==> config.mk <==
export PLATFORM = sky130hd
export DESIGN_NAME = mux_slave_fifo
export DESIGN_NICKNAME = d
export VERILOG_FILES = /design/src/rtl/mux_slave_fifo.sv
export SDC_FILE = /design/constraint.sdc
export NUM_CORES = 1
export LEC_CHECK = 0
export BUFFER_PORTS_ARGS = -buffer_cell sky130_fd_sc_hd__clkbuf_2
export CAP_MARGIN = 20
export CORE_MARGIN = 2
export CORE_UTILIZATION = 32
export CTS_CLUSTER_SIZE = 20
export DETAILED_ROUTE_END_ITERATION = 10
export HOLD_SLACK_MARGIN = 0.12
export PLACE_DENSITY_LB_ADDON = 0.15
export SETUP_SLACK_MARGIN = 0.5
export SLEW_MARGIN = 20
export SYNTH_ARGS = -nofsm -noshare
export SYNTH_HDL_FRONTEND = slang
export SYNTH_SLANG_ARGS = --single-unit
==> constraint.sdc <==
create_clock -name i_clk -period 2.1 [get_ports i_clk]
set_input_delay 0.315 -clock i_clk [delete_from_list [all_inputs] [get_ports i_clk]]
set_output_delay 0.315 -clock i_clk [all_outputs]
set_load 0.02 [all_outputs]
==> src/rtl/mux_slave_fifo.sv <==
// mux_slave_fifo: consumer of the mux request bus. Each accepted request
// stores (i_sel ? i_b : i_a) into a small FIFO that a sink drains with a
// valid/ready handshake. The last drained result is returned on o_y.
// Optional feature macro: MUX_SLAVE_STATS_EN (counts accepted sel=1 pushes).
module mux_slave_fifo #(
    parameter int DATA_WITH = 8,
    parameter int DEPTH     = 4
) (
    input  logic                       i_clk,
    input  logic                       i_rst,
    input  logic [DATA_WITH-1:0]       i_a,
    input  logic [DATA_WITH-1:0]       i_b,
    input  logic                       i_sel,
    output logic [DATA_WITH-1:0]       o_y,
    input  logic                       i_valid,
    output logic                       o_ready,
    output logic                       o_res_valid,
    input  logic                       i_res_ready,
    output logic [DATA_WITH-1:0]       o_res_data,
    output logic [$clog2(DEPTH):0]     o_count,
    output logic [15:0]                o_sel_b_cnt
);

    localparam int PTR_W = $clog2(DEPTH);
    localparam int CNT_W = PTR_W + 1;
    localparam logic [CNT_W-1:0] FULL_CNT = CNT_W'(DEPTH);

    logic [DATA_WITH-1:0] mem [DEPTH];
    logic [PTR_W-1:0]     wr_ptr_reg;
    logic [PTR_W-1:0]     rd_ptr_reg;
    logic [CNT_W-1:0]     count_reg;
    logic [DATA_WITH-1:0] y_reg;

    logic                 push;
    logic                 pop;
    logic [DATA_WITH-1:0] wr_data;

    // Handshake decode; ready/valid depend only on registered occupancy,
    // so a full FIFO never writes through even when the sink pops.
    assign o_ready     = (count_reg != FULL_CNT);
    assign o_res_valid = (count_reg != '0);
    assign push        = i_valid & o_ready;
    assign pop         = o_res_valid & i_res_ready;
    assign wr_data     = i_sel ? i_b : i_a;

    assign o_res_data  = mem[rd_ptr_reg];
    assign o_count     = count_reg;
    assign o_y         = y_reg;

    // Storage array: written on push, no reset needed since occupancy gates use.
    always_ff @(posedge i_clk) begin
        if (push) begin
            mem[wr_ptr_reg] <= wr_data;
        end
    end

    // Pointers, occupancy and the returned result register.
    always_ff @(posedge i_clk or posedge i_rst) begin
        if (i_rst) begin
            wr_ptr_reg <= '0;
            rd_ptr_reg <= '0;
            count_reg  <= '0;
            y_reg      <= '0;
        end else begin
            if (push) begin
                wr_ptr_reg <= wr_ptr_reg + PTR_W'(1);
            end
            if (pop) begin
                rd_ptr_reg <= rd_ptr_reg + PTR_W'(1);
                y_reg      <= mem[rd_ptr_reg];
            end
            case ({push, pop})
                2'b10:   count_reg <= count_reg + CNT_W'(1);
                2'b01:   count_reg <= count_reg - CNT_W'(1);
                default: count_reg <= count_reg;
            endcase
        end
    end

`ifdef MUX_SLAVE_STATS_EN
    logic [15:0] sel_b_cnt_reg;

    // Saturating count of accepted requests that selected input b.
    always_ff @(posedge i_clk or posedge i_rst) begin
        if (i_rst) begin
            sel_b_cnt_reg <= '0;
        end else if (push && i_sel && (sel_b_cnt_reg != 16'hFFFF)) begin
            sel_b_cnt_reg <= sel_b_cnt_reg + 16'd1;
        end
    end

    assign o_sel_b_cnt = sel_b_cnt_reg;
`else
    assign o_sel_b_cnt = 16'h0000;
`endif

endmodule

==> results.md <==
- The run finished with clean final reports.
- The sequential fraction of the synthesis area is 63.5%.
- The remaining routing DRC violations is 0.
- The total wire length after detailed routing is 3.96 mm.
- In this run the vertical extent of the chip is 85.1 microns.
- The timing startpoint of the critical path is o_count[0]$_DFFE_PP0P_.
- For this run, the detailed router's first-pass iteration total came to 4.
- After floorplanning, the core was divided into 29 placement rows.
- The maximum frequency from static timing analysis is 503 MHz.
- For the worst setup path, the data arrival time is ~2200 ps.
- The type of the most critical hold path is in -> reg.
- The switching power as a share of total power is 33.1%.
- The netlist uses 23 different library cells.
- Traced cell by cell, the critical path runs through or3b_4 > and2_4 > inv_2 > ha_4 > inv_2 > fa_2 > xor2_1 > nor2_1 > xor2_1.
- The clock network power share is 18.6%.
- In the final design database the tool counted 209 nets.
- Once layout is done, the placed cells without fillers occupy 2710 sq um.
- STA puts the critical path data required time at 2310 ps.
- The worst path uses 94.7% of the clock period.
- The worst setup path is captured at a register.
- In this run the biggest area consumer among cell types represents 45.6% of the synthesized area.
- Once routing completed, OpenROAD measured the worst setup slack at 111 ps.
- Using the TritonRoute via totals, the vias-per-cell ratio works out to roughly 4.4.
- The maximum fanout count along the critical path is 2.
- Across all layers, the routed design uses 1151 vias.
- Fill cells in the final layout number 583.
- In this run, flip-flops and latches consume 35.4% of the power.
- The setup skew after layout is 8.18 ps.
- The peak supply drop is 689 uV.
- In this run the tool buffered the top-level ports with 41 buffer cells.
- Subtracting the final worst setup slack from the clock period gives slightly below 2000 ps.
- Headroom to the max-slew limit came out at 55.5%.
- The root buffer cell is sky130_fd_sc_hd__clkbuf_8.
- After floorplanning, the core was sized to cover 6350 sq um.
- TritonCTS built the clock tree.
- The mapped netlist covers 2110 sq um.
- Summed over all instances, the cell type with the most area after synthesis is sky130_fd_sc_hd__edfxtp_1.
- After synthesis the netlist holds a flip-flop and latch count of 47.
- The final number of setup-violating endpoints is 0.
- The remaining global-route overflow is 0.
- Counting every sink on the clock net gives 47.
- The number of instances in the synthesized netlist is 123.
- In this run the static leakage power is 1.14 nW.
- Routability-driven placement finished with a final weighted congestion of 0.696.
- Across the run, the number of max-cap violations was 0.
- The critical path class is reg -> reg.
- The internal power component is 2.76 mW.
- Among all stages on the critical path, the largest delay is contributed by sky130_fd_sc_hd__dfrtp_2.
- For this block, the initial DRC count from the detailed router was 13.
- Setup repair after global routing could not meet its margin everywhere.
- For this design the ratio of total power to cell area is around 1500 nW/um^2.
- After layout, the design draws a total of 4.12 mW.
- The clock-pin slew on the worst setup and hold paths is 90 ps.
- The via count of the first global-routing pass is between 1000 and 1500.
- The initial antenna violation count is 0.
- In the global route stage, overall resource usage came out at roughly an eighth.
- For this design the total switching power over the nets is around 1.4 mW.
- Once detail routing completed, the nets flagged for antenna violations numbered 0.
- The combinational fraction of design power is 46.0%.
- The chip width is 85.1 microns.
- The number of diodes added for antenna fixing is 0.
- The worst setup path is launched from a register.
- The critical path's largest stage delay is 410 ps.
- The source of the worst register-to-register timing path is o_count[0]$_DFFE_PP0P_.
- The total count of max-transition violations in the final report is 0.
- Relative to the synthesized area, the layout overhead comes to 28.8%.
- After synthesis, the cell types taking the most area are sky130_fd_sc_hd__edfxtp_1 (46%), sky130_fd_sc_hd__dfrtp_1 (18%), sky130_fd_sc_hd__mux2_2 (8.6%), sky130_fd_sc_hd__mux4_2 (8.6%), sky130_fd_sc_hd__buf_4 (5.7%).
- The H-tree depth is 2.
- The fraction of final layout cells with drive strength greater than 1 is 57.4%.
- More flip-flops sit in one register than any other, and that register is mem.
- In this run the most critical hold path is launched from i_a[4].
- The effective utilization at floorplan is 33.2%.
- Yosys printed 0 warnings.
- At the pin with the least slew margin, the transition time is 666 ps.
- The total area of multi-input combinational cells is around 690 sq um.
- The utilization after layout is 42.7%.
- After detailed placement, the total cell area comes to 2380 sq um.
- Entering global routing, the biggest net connects 16 pins.
- The number of clock buffers added by TritonCTS is 5.
- The wire length per cell is 15.2 microns.
- The register with the most flip-flops in the layout has 32 of them.
- The sequential cells in the finished layout cover a total of between 1000 and 1500 sq um.
- The I/O pin count is 58.
- The mean post-synth cell area is approximately 17 sq um.
- The worst slack at placement is 24.0 ps.
- The full die area is 7250 sq um.
- The sum of net half-perimeters after detailed placement is 2.75 mm.
- The wire length of the first global-routing pass is approximately 6.3 mm.
- The maximum clock insertion buffer count is 2.
- For the worst-skew pair, the clock arrives at the later sink with an insertion delay of about 290 ps.
- The number of hold violations in the final report is 0.
## layout by cell type (no fill, tap or decap), drive strengths merged, types with 2 or more instances in the layout
master,n
clkbuf,38
inv,7
mux2,17
bufinv,2
conb,16
ha,5
xor2,3
buf,24
xnor2,3
mux4,8
dfrtp,15
and3,4
edfxtp,32
## cell families (layout without fill, tap and decap cells)
kind of cell | count (synthesis) | count (layout) | synth area share [%]
buffers and inverters | 27 | 72 | 8.08
AO/OA/AOI/OAI | 1 | 1 | 0.475
flip-flops | 47 | 47 | 63.5
adder cells (fa/ha/maj) | 6 | 6 | 3.92
other | 1 | 16 | 0.178
multiplexers | 26 | 26 | 18.3
XOR/XNOR | 6 | 6 | 2.50
AND/OR/NAND/NOR | 9 | 9 | 3.09
## critical path: cells and delay by family (launching register included)
family                   cells  cell delay, ps
XOR/XNOR                     2             300
adder cells (fa/ha/maj)      2             450
buffers and inverters        2              90
flip-flops                   1             410
AND/OR/NAND/NOR              3             660
## what timing repair did
action                                  in CTS  in global routing
endpoints found under the setup margin      17                 20
endpoints found under the hold margin       15                  0
hold buffers                                 1                  0
pin swaps                                    6                  2
resized for setup                           13                 24
buffers inserted                             8                  3
## metrics by stage
stage	std cells	TNS, ps	hold WS, ps
2_1_floorplan	138	-26.9	216
3_3_place_gp	240	0	418
3_5_place_dp	240	0	429
4_1_cts	257	0	362
5_1_grt	260	0	362
6_report	260	0	377
## synth_stat cells
cell                       number
sky130_fd_sc_hd__and2_4         1
sky130_fd_sc_hd__and3_2         4
sky130_fd_sc_hd__buf_2          1
sky130_fd_sc_hd__buf_4         16
sky130_fd_sc_hd__buf_6          1
sky130_fd_sc_hd__clkbuf_1       2
sky130_fd_sc_hd__conb_1         1
sky130_fd_sc_hd__dfrtp_1       15
sky130_fd_sc_hd__edfxtp_1      32
sky130_fd_sc_hd__fa_1           1
sky130_fd_sc_hd__ha_1           5
sky130_fd_sc_hd__inv_1          7
sky130_fd_sc_hd__mux2_2        16
sky130_fd_sc_hd__mux2_4         1
sky130_fd_sc_hd__mux2i_1        1
sky130_fd_sc_hd__mux4_2         8
sky130_fd_sc_hd__nand2_1        1
sky130_fd_sc_hd__nor2_1         1
sky130_fd_sc_hd__o31a_2         1
sky130_fd_sc_hd__or3_2          1
sky130_fd_sc_hd__or3b_4         1
sky130_fd_sc_hd__xnor2_1        3
sky130_fd_sc_hd__xor2_1         3
## cell type report
| class | count | area share, % |
|---|---|---|
| sequential | 47 | 49.5 |
| multi-input combinational | 64 | 25.3 |
| timing repair buffer | 57 | 15.8 |
| tap | 77 | 3.55 |
| clock buffer | 6 | 2.68 |
| clock inverter | 2 | 2.22 |
| inverter | 7 | 0.969 |
## power by group through the flow
stage / combinational, mW / clock, mW / sequential, mW
after floorplan: 0.968 / 0 / 1.56
after global placement: 1.48 / 0 / 1.49
after detailed placement: 1.52 / 0 / 1.51
after CTS: 1.73 / 0.790 / 1.47
after global routing: 2.03 / 0.833 / 1.50
final: 1.90 / 0.766 / 1.46
## per-layer routing
| metal | up-vias | global-route usage [%] | wire [microns] | part of all wire, % |
|---|---|---|---|---|
| li1 | 529 | - | - | - |
| met1 | 586 | 13.9 | 1620 | 41 |
| met2 | 34 | 20.6 | 2150 | 54 |
| met3 | 2 | 3.40 | 163 | 4.1 |
| met4 | 0 | 3.46 | 23 | 0.58 |
| met5 | - | 0 | 0 | 0 |
## final timing paths
check / cells after the start / end / slack, ps
hold reg to reg: 1 / o_y[5]$_DFFE_PP0P_ / 510
min in group asynchronous: 3 / o_y[6]$_DFFE_PP0P_ / 640
setup / recovery: 9 / o_count[2]$_DFFE_PP0P_ / 110
hold / removal: 2 / mem[0][4]$_DFFE_PP_ / 380
setup reg to reg: 9 / o_count[2]$_DFFE_PP0P_ / 110
max in group asynchronous: 3 / rd_ptr_reg[1]$_DFFE_PP0P_ / 1000
Power figures use the tool's default switching activity.
